`src/rtl/saturn_pc_rstk_ng_if.sv`:
```
// saturn_pc_rstk_ng_if
// Command/status bundle between the instruction decoder (master) and the
// PC/return-stack unit (slave).
//   i_clk_en, i_stall           : enabled cycle = i_clk_en && !i_stall
//   i_inc_pc                    : PC += 1
//   i_jump_start, i_jump_len,
//   i_jump_rel, i_push_pc       : start a jump / GOSUB decode
//   i_nibble_valid, i_nibble    : offset nibbles, least significant first
//   i_rtn, i_pop, i_push_val,
//   i_push_data                 : return-stack commands
//   i_dbg_idx / o_dbg_val       : combinational stack slot peek
//   o_pc, o_pop_data, o_busy, o_jump_done,
//   o_rstk_depth, o_rstk_ovf, o_rstk_unf : status
interface saturn_pc_rstk_ng_if #(
    parameter int ADDR_W = 20,
    parameter int DEPTH  = 8
);
    localparam int PW = $clog2(DEPTH);

    logic              i_clk_en;
    logic              i_stall;
    logic              i_inc_pc;
    logic              i_jump_start;
    logic [2:0]        i_jump_len;
    logic              i_jump_rel;
    logic              i_push_pc;
    logic              i_nibble_valid;
    logic [3:0]        i_nibble;
    logic              i_rtn;
    logic              i_push_val;
    logic [ADDR_W-1:0] i_push_data;
    logic              i_pop;
    logic [PW-1:0]     i_dbg_idx;

    logic [ADDR_W-1:0] o_pc;
    logic [ADDR_W-1:0] o_pop_data;
    logic              o_busy;
    logic              o_jump_done;
    logic [PW:0]       o_rstk_depth;
    logic              o_rstk_ovf;
    logic              o_rstk_unf;
    logic [ADDR_W-1:0] o_dbg_val;

    modport master (
        output i_clk_en, i_stall, i_inc_pc, i_jump_start, i_jump_len,
               i_jump_rel, i_push_pc, i_nibble_valid, i_nibble, i_rtn,
               i_push_val, i_push_data, i_pop, i_dbg_idx,
        input  o_pc, o_pop_data, o_busy, o_jump_done, o_rstk_depth,
               o_rstk_ovf, o_rstk_unf, o_dbg_val
    );

    modport slave (
        input  i_clk_en, i_stall, i_inc_pc, i_jump_start, i_jump_len,
               i_jump_rel, i_push_pc, i_nibble_valid, i_nibble, i_rtn,
               i_push_val, i_push_data, i_pop, i_dbg_idx,
        output o_pc, o_pop_data, o_busy, o_jump_done, o_rstk_depth,
               o_rstk_ovf, o_rstk_unf, o_dbg_val
    );
endinterface

```
`src/rtl/saturn_pc_rstk_ng.sv`:
```
// saturn_pc_rstk_ng
// Program counter and return stack for the Saturn core. Decodes 1..MAX_NIB
// nibble relative/absolute jump offsets, GOSUB push, RTN pop and the
// RSTK=C / C=RSTK transfers.
// Ports:
//   i_clk   : clock, rising edge
//   i_reset : synchronous active-high reset (restarts stack clearing)
//   bus     : saturn_pc_rstk_ng_if.slave command/status bundle
//
// state   | meaning
// --------+-------------------------------------------------------------
// ST_INIT | clear one stack slot per clock; all commands ignored
// ST_IDLE | accept one command per enabled cycle (rtn > pop > push > jump)
// ST_JUMP | collect offset nibbles; load PC on the last one
module saturn_pc_rstk_ng #(
    parameter int ADDR_W     = 20,
    parameter int DEPTH      = 8,
    parameter int MAX_NIB    = 5,
    parameter int STACK_MODE = 1
) (
    input  logic                 i_clk,
    input  logic                 i_reset,
    saturn_pc_rstk_ng_if.slave   bus
);
    localparam int PW    = $clog2(DEPTH);
    localparam int OFF_W = MAX_NIB * 4;
    localparam logic [PW:0] DEPTH_C = (PW+1)'(DEPTH);

    typedef enum logic [1:0] {ST_INIT, ST_IDLE, ST_JUMP} state_t;

    state_t            state_q, state_d;
    logic [PW:0]       init_cnt_q;
    logic [ADDR_W-1:0] pc_q, pop_data_q, ret_q, base_q;
    logic [2:0]        len_q, nib_cnt_q;
    logic              rel_q, push_q;
    logic [OFF_W-1:0]  offset_q, offset_nx;
    logic [PW-1:0]     ptr_q, ptr_inc;
    logic [PW:0]       depth_q;
    logic              ovf_q, unf_q, jump_done_q;
    logic [ADDR_W-1:0] rstk_q [DEPTH];

    logic              en, empty;
    logic              init_clr, do_push, do_pop, pop_to_pc, start_jump;
    logic              nib_wr, jump_fin;
    logic [ADDR_W-1:0] push_value, pop_value, ret_calc, off_ext, target;
    logic              sign_bit;

    assign en       = bus.i_clk_en && !bus.i_stall;
    assign empty    = (depth_q == '0);
    assign ptr_inc  = ptr_q + PW'(1);
    assign ret_calc = pc_q + ADDR_W'(bus.i_jump_len) + ADDR_W'(1);
    // Saturating mode hides the stale slot on underflow; legacy mode exposes it.
    assign pop_value = (empty && STACK_MODE == 1) ? '0 : rstk_q[ptr_q];

    always_ff @(posedge i_clk) begin
        if (i_reset) state_q <= ST_INIT;
        else         state_q <= state_d;
    end

    always_comb begin
        state_d    = state_q;
        init_clr   = 1'b0;
        do_push    = 1'b0;
        do_pop     = 1'b0;
        pop_to_pc  = 1'b0;
        start_jump = 1'b0;
        nib_wr     = 1'b0;
        jump_fin   = 1'b0;
        push_value = '0;
        case (state_q)
            ST_INIT: begin
                if (init_cnt_q == DEPTH_C) state_d = ST_IDLE;
                else                       init_clr = 1'b1;
            end
            ST_IDLE: begin
                if (en) begin
                    if (bus.i_rtn) begin
                        do_pop    = 1'b1;
                        pop_to_pc = 1'b1;
                    end else if (bus.i_pop) begin
                        do_pop = 1'b1;
                    end else if (bus.i_push_val) begin
                        do_push    = 1'b1;
                        push_value = bus.i_push_data;
                    end else if (bus.i_jump_start) begin
                        start_jump = 1'b1;
                        state_d    = ST_JUMP;
                    end
                end
            end
            ST_JUMP: begin
                if (en && bus.i_nibble_valid) begin
                    nib_wr = 1'b1;
                    if (nib_cnt_q == len_q) begin
                        jump_fin = 1'b1;
                        state_d  = ST_IDLE;
                        if (push_q) begin
                            do_push    = 1'b1;
                            push_value = ret_q;
                        end
                    end
                end
            end
            default: state_d = ST_INIT;
        endcase
    end

    // Offset including the nibble arriving this cycle, so the last nibble
    // feeds the target directly instead of costing an extra clock.
    always_comb begin
        offset_nx = offset_q;
        for (int j = 0; j < MAX_NIB; j++) begin
            if (int'(nib_cnt_q) == j) offset_nx[4*j +: 4] = bus.i_nibble;
        end
    end

    always_comb begin
        sign_bit = 1'b0;
        for (int j = 0; j < MAX_NIB; j++) begin
            if (int'(len_q) == j) sign_bit = offset_nx[4*j+3];
        end
        off_ext = '0;
        for (int i = 0; i < OFF_W; i++) begin
            if ((i / 4) <= int'(len_q)) off_ext[i] = offset_nx[i];
            else                        off_ext[i] = rel_q & sign_bit;
        end
        for (int i = OFF_W; i < ADDR_W; i++) begin
            off_ext[i] = rel_q & sign_bit;
        end
        target = (rel_q ? base_q : '0) + off_ext;
    end

    always_ff @(posedge i_clk) begin
        if (i_reset) begin
            init_cnt_q  <= '0;
            pc_q        <= '0;
            pop_data_q  <= '0;
            ret_q       <= '0;
            base_q      <= '0;
            len_q       <= '0;
            nib_cnt_q   <= '0;
            rel_q       <= 1'b0;
            push_q      <= 1'b0;
            offset_q    <= '0;
            ptr_q       <= PW'(DEPTH - 1);
            depth_q     <= '0;
            ovf_q       <= 1'b0;
            unf_q       <= 1'b0;
            jump_done_q <= 1'b0;
        end else begin
            jump_done_q <= jump_fin;
            if (init_clr) init_cnt_q <= init_cnt_q + (PW+1)'(1);

            if (start_jump) begin
                len_q     <= bus.i_jump_len;
                rel_q     <= bus.i_jump_rel;
                push_q    <= bus.i_push_pc;
                ret_q     <= ret_calc;
                base_q    <= bus.i_push_pc ? ret_calc : pc_q;
                offset_q  <= '0;
                nib_cnt_q <= '0;
            end
            if (nib_wr) begin
                offset_q  <= offset_nx;
                nib_cnt_q <= nib_cnt_q + 3'd1;
            end

            if (jump_fin)
                pc_q <= target;
            else if (pop_to_pc)
                pc_q <= pop_value;
            else if (en && bus.i_inc_pc && state_q != ST_INIT)
                pc_q <= pc_q + ADDR_W'(1);

            if (do_pop && !pop_to_pc) pop_data_q <= pop_value;

            if (do_push) begin
                ptr_q <= ptr_inc;
                if (depth_q == DEPTH_C) ovf_q   <= 1'b1;
                else                    depth_q <= depth_q + (PW+1)'(1);
            end else if (do_pop) begin
                if (empty) begin
                    unf_q <= 1'b1;
                    if (STACK_MODE == 0) ptr_q <= ptr_q - PW'(1);
                end else begin
                    ptr_q   <= ptr_q - PW'(1);
                    depth_q <= depth_q - (PW+1)'(1);
                end
            end
        end
    end

    // Stack storage has no reset of its own; INIT clears it slot by slot.
    always_ff @(posedge i_clk) begin
        if (!i_reset) begin
            if (init_clr)     rstk_q[init_cnt_q[PW-1:0]] <= '0;
            else if (do_push) rstk_q[ptr_inc]            <= push_value;
            else if (do_pop)  rstk_q[ptr_q]              <= '0;
        end
    end

    assign bus.o_pc         = pc_q;
    assign bus.o_pop_data   = pop_data_q;
    assign bus.o_busy       = (state_q != ST_IDLE);
    assign bus.o_jump_done  = jump_done_q;
    assign bus.o_rstk_depth = depth_q;
    assign bus.o_rstk_ovf   = ovf_q;
    assign bus.o_rstk_unf   = unf_q;
    assign bus.o_dbg_val    = rstk_q[bus.i_dbg_idx];
endmodule
```
`src/flat_wrapper.sv`:
```
// flat-port wrapper written by rule: the top's interface ports become plain ports
module saturn_pc_rstk_ng_flat 
#(
    parameter int ADDR_W     = 20,
    parameter int DEPTH      = 8,
    parameter int MAX_NIB    = 5,
    parameter int STACK_MODE = 1
)
  (i_clk, i_reset, bus_i_clk_en, bus_i_stall, bus_i_inc_pc, bus_i_jump_start, bus_i_jump_len, bus_i_jump_rel, bus_i_push_pc, bus_i_nibble_valid, bus_i_nibble, bus_i_rtn, bus_i_push_val, bus_i_push_data, bus_i_pop, bus_i_dbg_idx, bus_o_pc, bus_o_pop_data, bus_o_busy, bus_o_jump_done, bus_o_rstk_depth, bus_o_rstk_ovf, bus_o_rstk_unf, bus_o_dbg_val);
  saturn_pc_rstk_ng_if #(.ADDR_W(ADDR_W), .DEPTH(DEPTH)) bus_i ();
  input  logic i_clk;
  input  logic i_reset;
  input wire logic [$bits(bus_i.i_clk_en)-1:0] bus_i_clk_en;
  input wire logic [$bits(bus_i.i_stall)-1:0] bus_i_stall;
  input wire logic [$bits(bus_i.i_inc_pc)-1:0] bus_i_inc_pc;
  input wire logic [$bits(bus_i.i_jump_start)-1:0] bus_i_jump_start;
  input wire logic [$bits(bus_i.i_jump_len)-1:0] bus_i_jump_len;
  input wire logic [$bits(bus_i.i_jump_rel)-1:0] bus_i_jump_rel;
  input wire logic [$bits(bus_i.i_push_pc)-1:0] bus_i_push_pc;
  input wire logic [$bits(bus_i.i_nibble_valid)-1:0] bus_i_nibble_valid;
  input wire logic [$bits(bus_i.i_nibble)-1:0] bus_i_nibble;
  input wire logic [$bits(bus_i.i_rtn)-1:0] bus_i_rtn;
  input wire logic [$bits(bus_i.i_push_val)-1:0] bus_i_push_val;
  input wire logic [$bits(bus_i.i_push_data)-1:0] bus_i_push_data;
  input wire logic [$bits(bus_i.i_pop)-1:0] bus_i_pop;
  input wire logic [$bits(bus_i.i_dbg_idx)-1:0] bus_i_dbg_idx;
  output wire logic [$bits(bus_i.o_pc)-1:0] bus_o_pc;
  output wire logic [$bits(bus_i.o_pop_data)-1:0] bus_o_pop_data;
  output wire logic [$bits(bus_i.o_busy)-1:0] bus_o_busy;
  output wire logic [$bits(bus_i.o_jump_done)-1:0] bus_o_jump_done;
  output wire logic [$bits(bus_i.o_rstk_depth)-1:0] bus_o_rstk_depth;
  output wire logic [$bits(bus_i.o_rstk_ovf)-1:0] bus_o_rstk_ovf;
  output wire logic [$bits(bus_i.o_rstk_unf)-1:0] bus_o_rstk_unf;
  output wire logic [$bits(bus_i.o_dbg_val)-1:0] bus_o_dbg_val;
  assign bus_i.i_clk_en = bus_i_clk_en;
  assign bus_i.i_stall = bus_i_stall;
  assign bus_i.i_inc_pc = bus_i_inc_pc;
  assign bus_i.i_jump_start = bus_i_jump_start;
  assign bus_i.i_jump_len = bus_i_jump_len;
  assign bus_i.i_jump_rel = bus_i_jump_rel;
  assign bus_i.i_push_pc = bus_i_push_pc;
  assign bus_i.i_nibble_valid = bus_i_nibble_valid;
  assign bus_i.i_nibble = bus_i_nibble;
  assign bus_i.i_rtn = bus_i_rtn;
  assign bus_i.i_push_val = bus_i_push_val;
  assign bus_i.i_push_data = bus_i_push_data;
  assign bus_i.i_pop = bus_i_pop;
  assign bus_i.i_dbg_idx = bus_i_dbg_idx;
  assign bus_o_pc = bus_i.o_pc;
  assign bus_o_pop_data = bus_i.o_pop_data;
  assign bus_o_busy = bus_i.o_busy;
  assign bus_o_jump_done = bus_i.o_jump_done;
  assign bus_o_rstk_depth = bus_i.o_rstk_depth;
  assign bus_o_rstk_ovf = bus_i.o_rstk_ovf;
  assign bus_o_rstk_unf = bus_i.o_rstk_unf;
  assign bus_o_dbg_val = bus_i.o_dbg_val;
  saturn_pc_rstk_ng #(.ADDR_W(ADDR_W), .DEPTH(DEPTH), .MAX_NIB(MAX_NIB), .STACK_MODE(STACK_MODE)) u_core (.i_clk(i_clk), .i_reset(i_reset), .bus(bus_i));
endmodule
```
`config.mk`:
```
export PLATFORM = sky130hd
export DESIGN_NAME = saturn_pc_rstk_ng_flat
export DESIGN_NICKNAME = d
export VERILOG_FILES = /design/src/rtl/saturn_pc_rstk_ng_if.sv /design/src/rtl/saturn_pc_rstk_ng.sv /design/src/flat_wrapper.sv
export SDC_FILE = /design/constraint.sdc
export NUM_CORES = 1
export LEC_CHECK = 0
export BUFFER_PORTS_ARGS = -buffer_cell sky130_fd_sc_hd__buf_2
export CAP_MARGIN = 30
export CORE_MARGIN = 2
export CORE_UTILIZATION = 50
export DETAILED_ROUTE_END_ITERATION = 16
export GPL_TIMING_DRIVEN = 1
export PLACE_DENSITY = 0.68
export SLEW_MARGIN = 30
export SYNTH_ARGS = -nofsm -noshare
export SYNTH_HDL_FRONTEND = slang
export SYNTH_SLANG_ARGS = --single-unit
```
`constraint.sdc`:
```
create_clock -name i_clk -period 4.8 [get_ports i_clk]
set_clock_uncertainty 0.05 [all_clocks]
set_input_delay 0.48 -clock i_clk [delete_from_list [all_inputs] [get_ports i_clk]]
set_output_delay 0.48 -clock i_clk [all_outputs]
set_load 0.02 [all_outputs]
```
==> results summary <==
The post-synthesis to final-layout area growth is 13.5%. The synthesis warning total is 0. The remaining antenna violation count after routing came out at 0.

The buffer count from post-CTS setup fixing came out at 0. The latest clock arrival within the worst-skew pair came out at between 0.5 and 0.6 ns. The overall via count from detail_route is between 10,000 and 15,000.

The reported leakage power is 6.46 nW. The number of hold violations in the final report came out at 0. Static timing analysis puts the maximum clock frequency at 223 MHz.

The maximum number of pins on one net before global-route repair is 90. The post-route total power is approximately 6 mW. After detailed placement, the total cell area comes to 0.0161 sq mm. Adding up every negative setup slack in the final design gives 0 ns.

The number of flip-flops and latches in the synthesized netlist is around 290. After technology mapping, the gate count stands at 1,352. Summing all non-filler instances in the final layout gives an area of 0.0172 sq mm. The quantity of I/O buffers inserted on ports came out at 109. The I/O pin count came out at between 100 and 150. The flow ran to the end, and the final reports show no timing, DRC or antenna violations.

The congestion estimate from routability-driven global placement came to 0.900. The synthesized netlist net count came out at 1,435. Summed over all instances, the cell type with the most area after synthesis is sky130_fd_sc_hd__edfxtp_1. The most common flop cell mapped by yosys is sky130_fd_sc_hd__edfxtp_1.

The number of H-tree levels is 2. Across the run, the number of max-cap violations was 0. The path class of the lowest-slack min-delay path is in -> reg. The cell row count is 63. The remaining global-route overflow is 0. The final clock period utilization by the worst path is 0.933. The clock-pin slew of the registers on the worst-case setup and hold paths came out at 0.06 ns. The horizontal die dimension came out at 178 microns. Of the cells placed in the final design, the portion with a size suffix greater than 1 is 0.222. The first-pass iteration count of the detailed router is 5. The number of different library cells in the post-synthesis netlist came out at 73. The maximum vdd drop is 337 uV. By area the synthesized netlist is led by sky130_fd_sc_hd__edfxtp_1, sky130_fd_sc_hd__dfxtp_1, sky130_fd_sc_hd__mux4_2. The clock buffer count from CTS came out at 34. The number of DRC markers in iteration 0 is 1,118. The floorplan step defined a core boundary enclosing 0.0298 sq mm. Setup violations remaining at the end of the flow were counted as 0. The final max-slew violation count is 0. Setup repair after global routing left no endpoint under its margin. The post-detailed-routing wire length is 41,600 microns. The buffer type at the clock tree root is sky130_fd_sc_hd__clkbuf_16. The maximum net fanout on the critical path is 7.

The element type at the critical path end is a flip-flop. The die area came out at 0.0318 sq mm. TritonCTS built the clock tree. For the pin with the worst max-slew slack, the measured transition is about 1.0 ns. The worst hold path begins at bus_i_jump_rel. The total power divided by cell area came out at 357 mW/mm^2. After synthesis the cells add up to 0.0152 sq mm.

The via count of the first global-routing pass came out at 10,766. The number of filler instances in the final layout came out at 2,512. The clock passes through at most 3 buffers. The number of antenna violations at the first check in global routing came out at 1. The data required time at the worst endpoint came out at roughly 5.2 ns.

The worst endpoint data arrival time is 4.85 ns. The die extent in y came out at 178 microns. The proportion of synthesized flip-flops having asynchronous set or reset is 0.

The detail-routed via count per cell came out at 6.12. The area share of the largest cell type after synthesis is 0.316. The worst setup path is of the reg -> reg kind. The first-pass GRT wire length is 62,700 microns. The final routed wire length divided by cell count is between 20 and 25 microns. The worst path in the final design needs a cycle of 4.48 ns, including I/O delays and setup. The initial core utilization is 0.510. The number of remaining DRC errors is 0. The number of nets in the layout is 1,511. The part of the Yosys area used for sequential elements is 0.484.

The register-to-register setup slack came out at 0.32 ns. In this run, post-CTS hold repair placed 0 buffers. The relative slew slack is 0.331. The combined global-route utilization of all metal layers came out at 0.261. The number of sinks driven by the clock tree came out at 287. The most critical setup path has its startpoint at u_core.nib_cnt_q[0].

STA classifies the critical path startpoint as a flip-flop. The number of enable flip-flop cells after synthesis came out at 160. The number of gates resized after cts came out at 0. The average cell area after synthesis came out at 11.2 sq um. In this run the critical register-to-register path is launched from u_core.nib_cnt_q[0]. Detailed placement finished with a half-perimeter wire length of 27,900 microns.
metrics by stage:
stage	cells	hold WS, ns	utilization	worst slack [ns]
global route	1843	0.203	0.578	0.0536
CTS	1842	0.167	0.577	0.244
floorplan	1352	0.377	-	0.673
global placement	1781	0.384	0.539	0.407
finish	1844	0.173	0.578	0.321
detailed placement	1781	0.387	0.539	0.283
power breakdown:
group	internal (mW)	switching, mW
Sequential	2.77	0.0959
Combinational	0.265	0.428
Clock	1.58	1.02
cell usage in the layout (no fill, tap or decap), drive strengths merged, types with 9 or more instances in the layout:
cell type / n
nand2b: 10
dfxtp: 127
buf: 135
a22oi: 32
clkbuf: 45
and2: 28
nand2: 115
clkinv: 11
o211ai: 13
a211oi: 47
nor2b: 11
nor2: 167
o21ai: 38
mux2: 25
a21o: 11
nand4: 11
xor2: 38
ha: 38
mux2i: 40
or3: 9
nor3: 19
mux4: 81
a21oi: 77
inv: 27
edfxtp: 160
nand3: 19
xnor2: 35
state kept, by name, summed over array words and instances, names as in the netlist, 4 cells and up, named ones only:
| signal | count |
|---|---|
| u_core.base_q | 20 |
| u_core.bus.o_pc | 20 |
| u_core.bus.o_pop_data | 20 |
| u_core.bus.o_rstk_depth | 4 |
| u_core.init_cnt_q | 4 |
| u_core.offset_q | 20 |
| u_core.ret_q | 20 |
| u_core.rstk_q | 160 |
worst paths after layout:
path	end	depth (start not counted)
hold reg to reg	u_core.bus.o_rstk_ovf	2
setup reg to reg	u_core.bus.o_pc[18]	17
setup / recovery	u_core.bus.o_pc[18]	17
hold / removal	u_core.rel_q	3
synth_stat cells, types with 3 or more instances:
master / n
sky130_fd_sc_hd__fa_1: 3
sky130_fd_sc_hd__nand4_1: 11
sky130_fd_sc_hd__ha_1: 38
sky130_fd_sc_hd__o22ai_1: 7
sky130_fd_sc_hd__dfxtp_1: 127
sky130_fd_sc_hd__nand2_1: 115
sky130_fd_sc_hd__o21ai_0: 33
sky130_fd_sc_hd__o21a_1: 6
sky130_fd_sc_hd__buf_4: 3
sky130_fd_sc_hd__mux4_2: 81
sky130_fd_sc_hd__nor2_1: 167
sky130_fd_sc_hd__a21oi_1: 77
sky130_fd_sc_hd__buf_2: 12
sky130_fd_sc_hd__or3_1: 9
sky130_fd_sc_hd__edfxtp_1: 160
sky130_fd_sc_hd__clkbuf_1: 70
sky130_fd_sc_hd__inv_1: 25
sky130_fd_sc_hd__o211ai_1: 12
sky130_fd_sc_hd__nand2b_1: 10
sky130_fd_sc_hd__a211oi_1: 45
sky130_fd_sc_hd__nor3_1: 19
sky130_fd_sc_hd__nand3_1: 18
sky130_fd_sc_hd__a31oi_1: 8
sky130_fd_sc_hd__a311oi_1: 5
sky130_fd_sc_hd__xor2_1: 38
sky130_fd_sc_hd__o21ai_1: 5
sky130_fd_sc_hd__mux2_2: 24
sky130_fd_sc_hd__and3_1: 6
sky130_fd_sc_hd__xnor2_1: 35
sky130_fd_sc_hd__nor4_1: 3
sky130_fd_sc_hd__nor2b_1: 10
sky130_fd_sc_hd__mux2i_1: 40
sky130_fd_sc_hd__a32oi_1: 5
sky130_fd_sc_hd__a22oi_1: 32
sky130_fd_sc_hd__buf_1: 9
sky130_fd_sc_hd__and2_1: 27
sky130_fd_sc_hd__a21o_1: 11
critical path: stages, from the launching register on:
cell and delay (ns):
sky130_fd_sc_hd__dfxtp_1 0.42, sky130_fd_sc_hd__inv_1 0.09, sky130_fd_sc_hd__ha_1 0.21, sky130_fd_sc_hd__nor2b_2 0.20, sky130_fd_sc_hd__mux2i_1 0.18, sky130_fd_sc_hd__mux4_2 0.49, sky130_fd_sc_hd__or2_1 0.25, sky130_fd_sc_hd__a21boi_2 0.23
sky130_fd_sc_hd__nor2_1 0.11, sky130_fd_sc_hd__a21oi_1 0.14, sky130_fd_sc_hd__ha_1 0.32, sky130_fd_sc_hd__a21o_1 0.22, sky130_fd_sc_hd__a21o_1 0.18, sky130_fd_sc_hd__a21o_1 0.20, sky130_fd_sc_hd__a2111oi_2 0.46, sky130_fd_sc_hd__nand2_1 0.13
sky130_fd_sc_hd__a2111o_1 0.41, sky130_fd_sc_hd__o211ai_1 0.09
layout make-up:
cell class	instances	area [sq um]	area share
Timing Repair Buffer	135	766	0.0444
Sequential cell	287	7350	0.427
Clock buffer	45	966	0.0560
Inverter	26	97.6	0.00566
Tap cell	390	488	0.0283
Antenna cell	1	2.50	0.000145
Multi-Input combinational cell	944	7400	0.430
Clock inverter	16	158	0.00915
cell families after synthesis:
group	Yosys count	synth area share
buffers and inverters	121	0.0321
xor gates and xnor gates	73	0.0421
DFF	287	0.484
muxes	146	0.165
and+or+nand+nor	413	0.124
AOI/OAI and AO/OA	271	0.118
adders and majority gates	41	0.0353
routing by layer:
layer  global-route usage  wire length [microns]  up-vias
met3               0.0443                   3240       76
met4               0.0816                   1180        0
li1                     -                      -     5192
met5                    0                      0        -
met1                0.377                  18100     5550
met2                0.406                  19000      470
(Power assumes the default switching activity.)
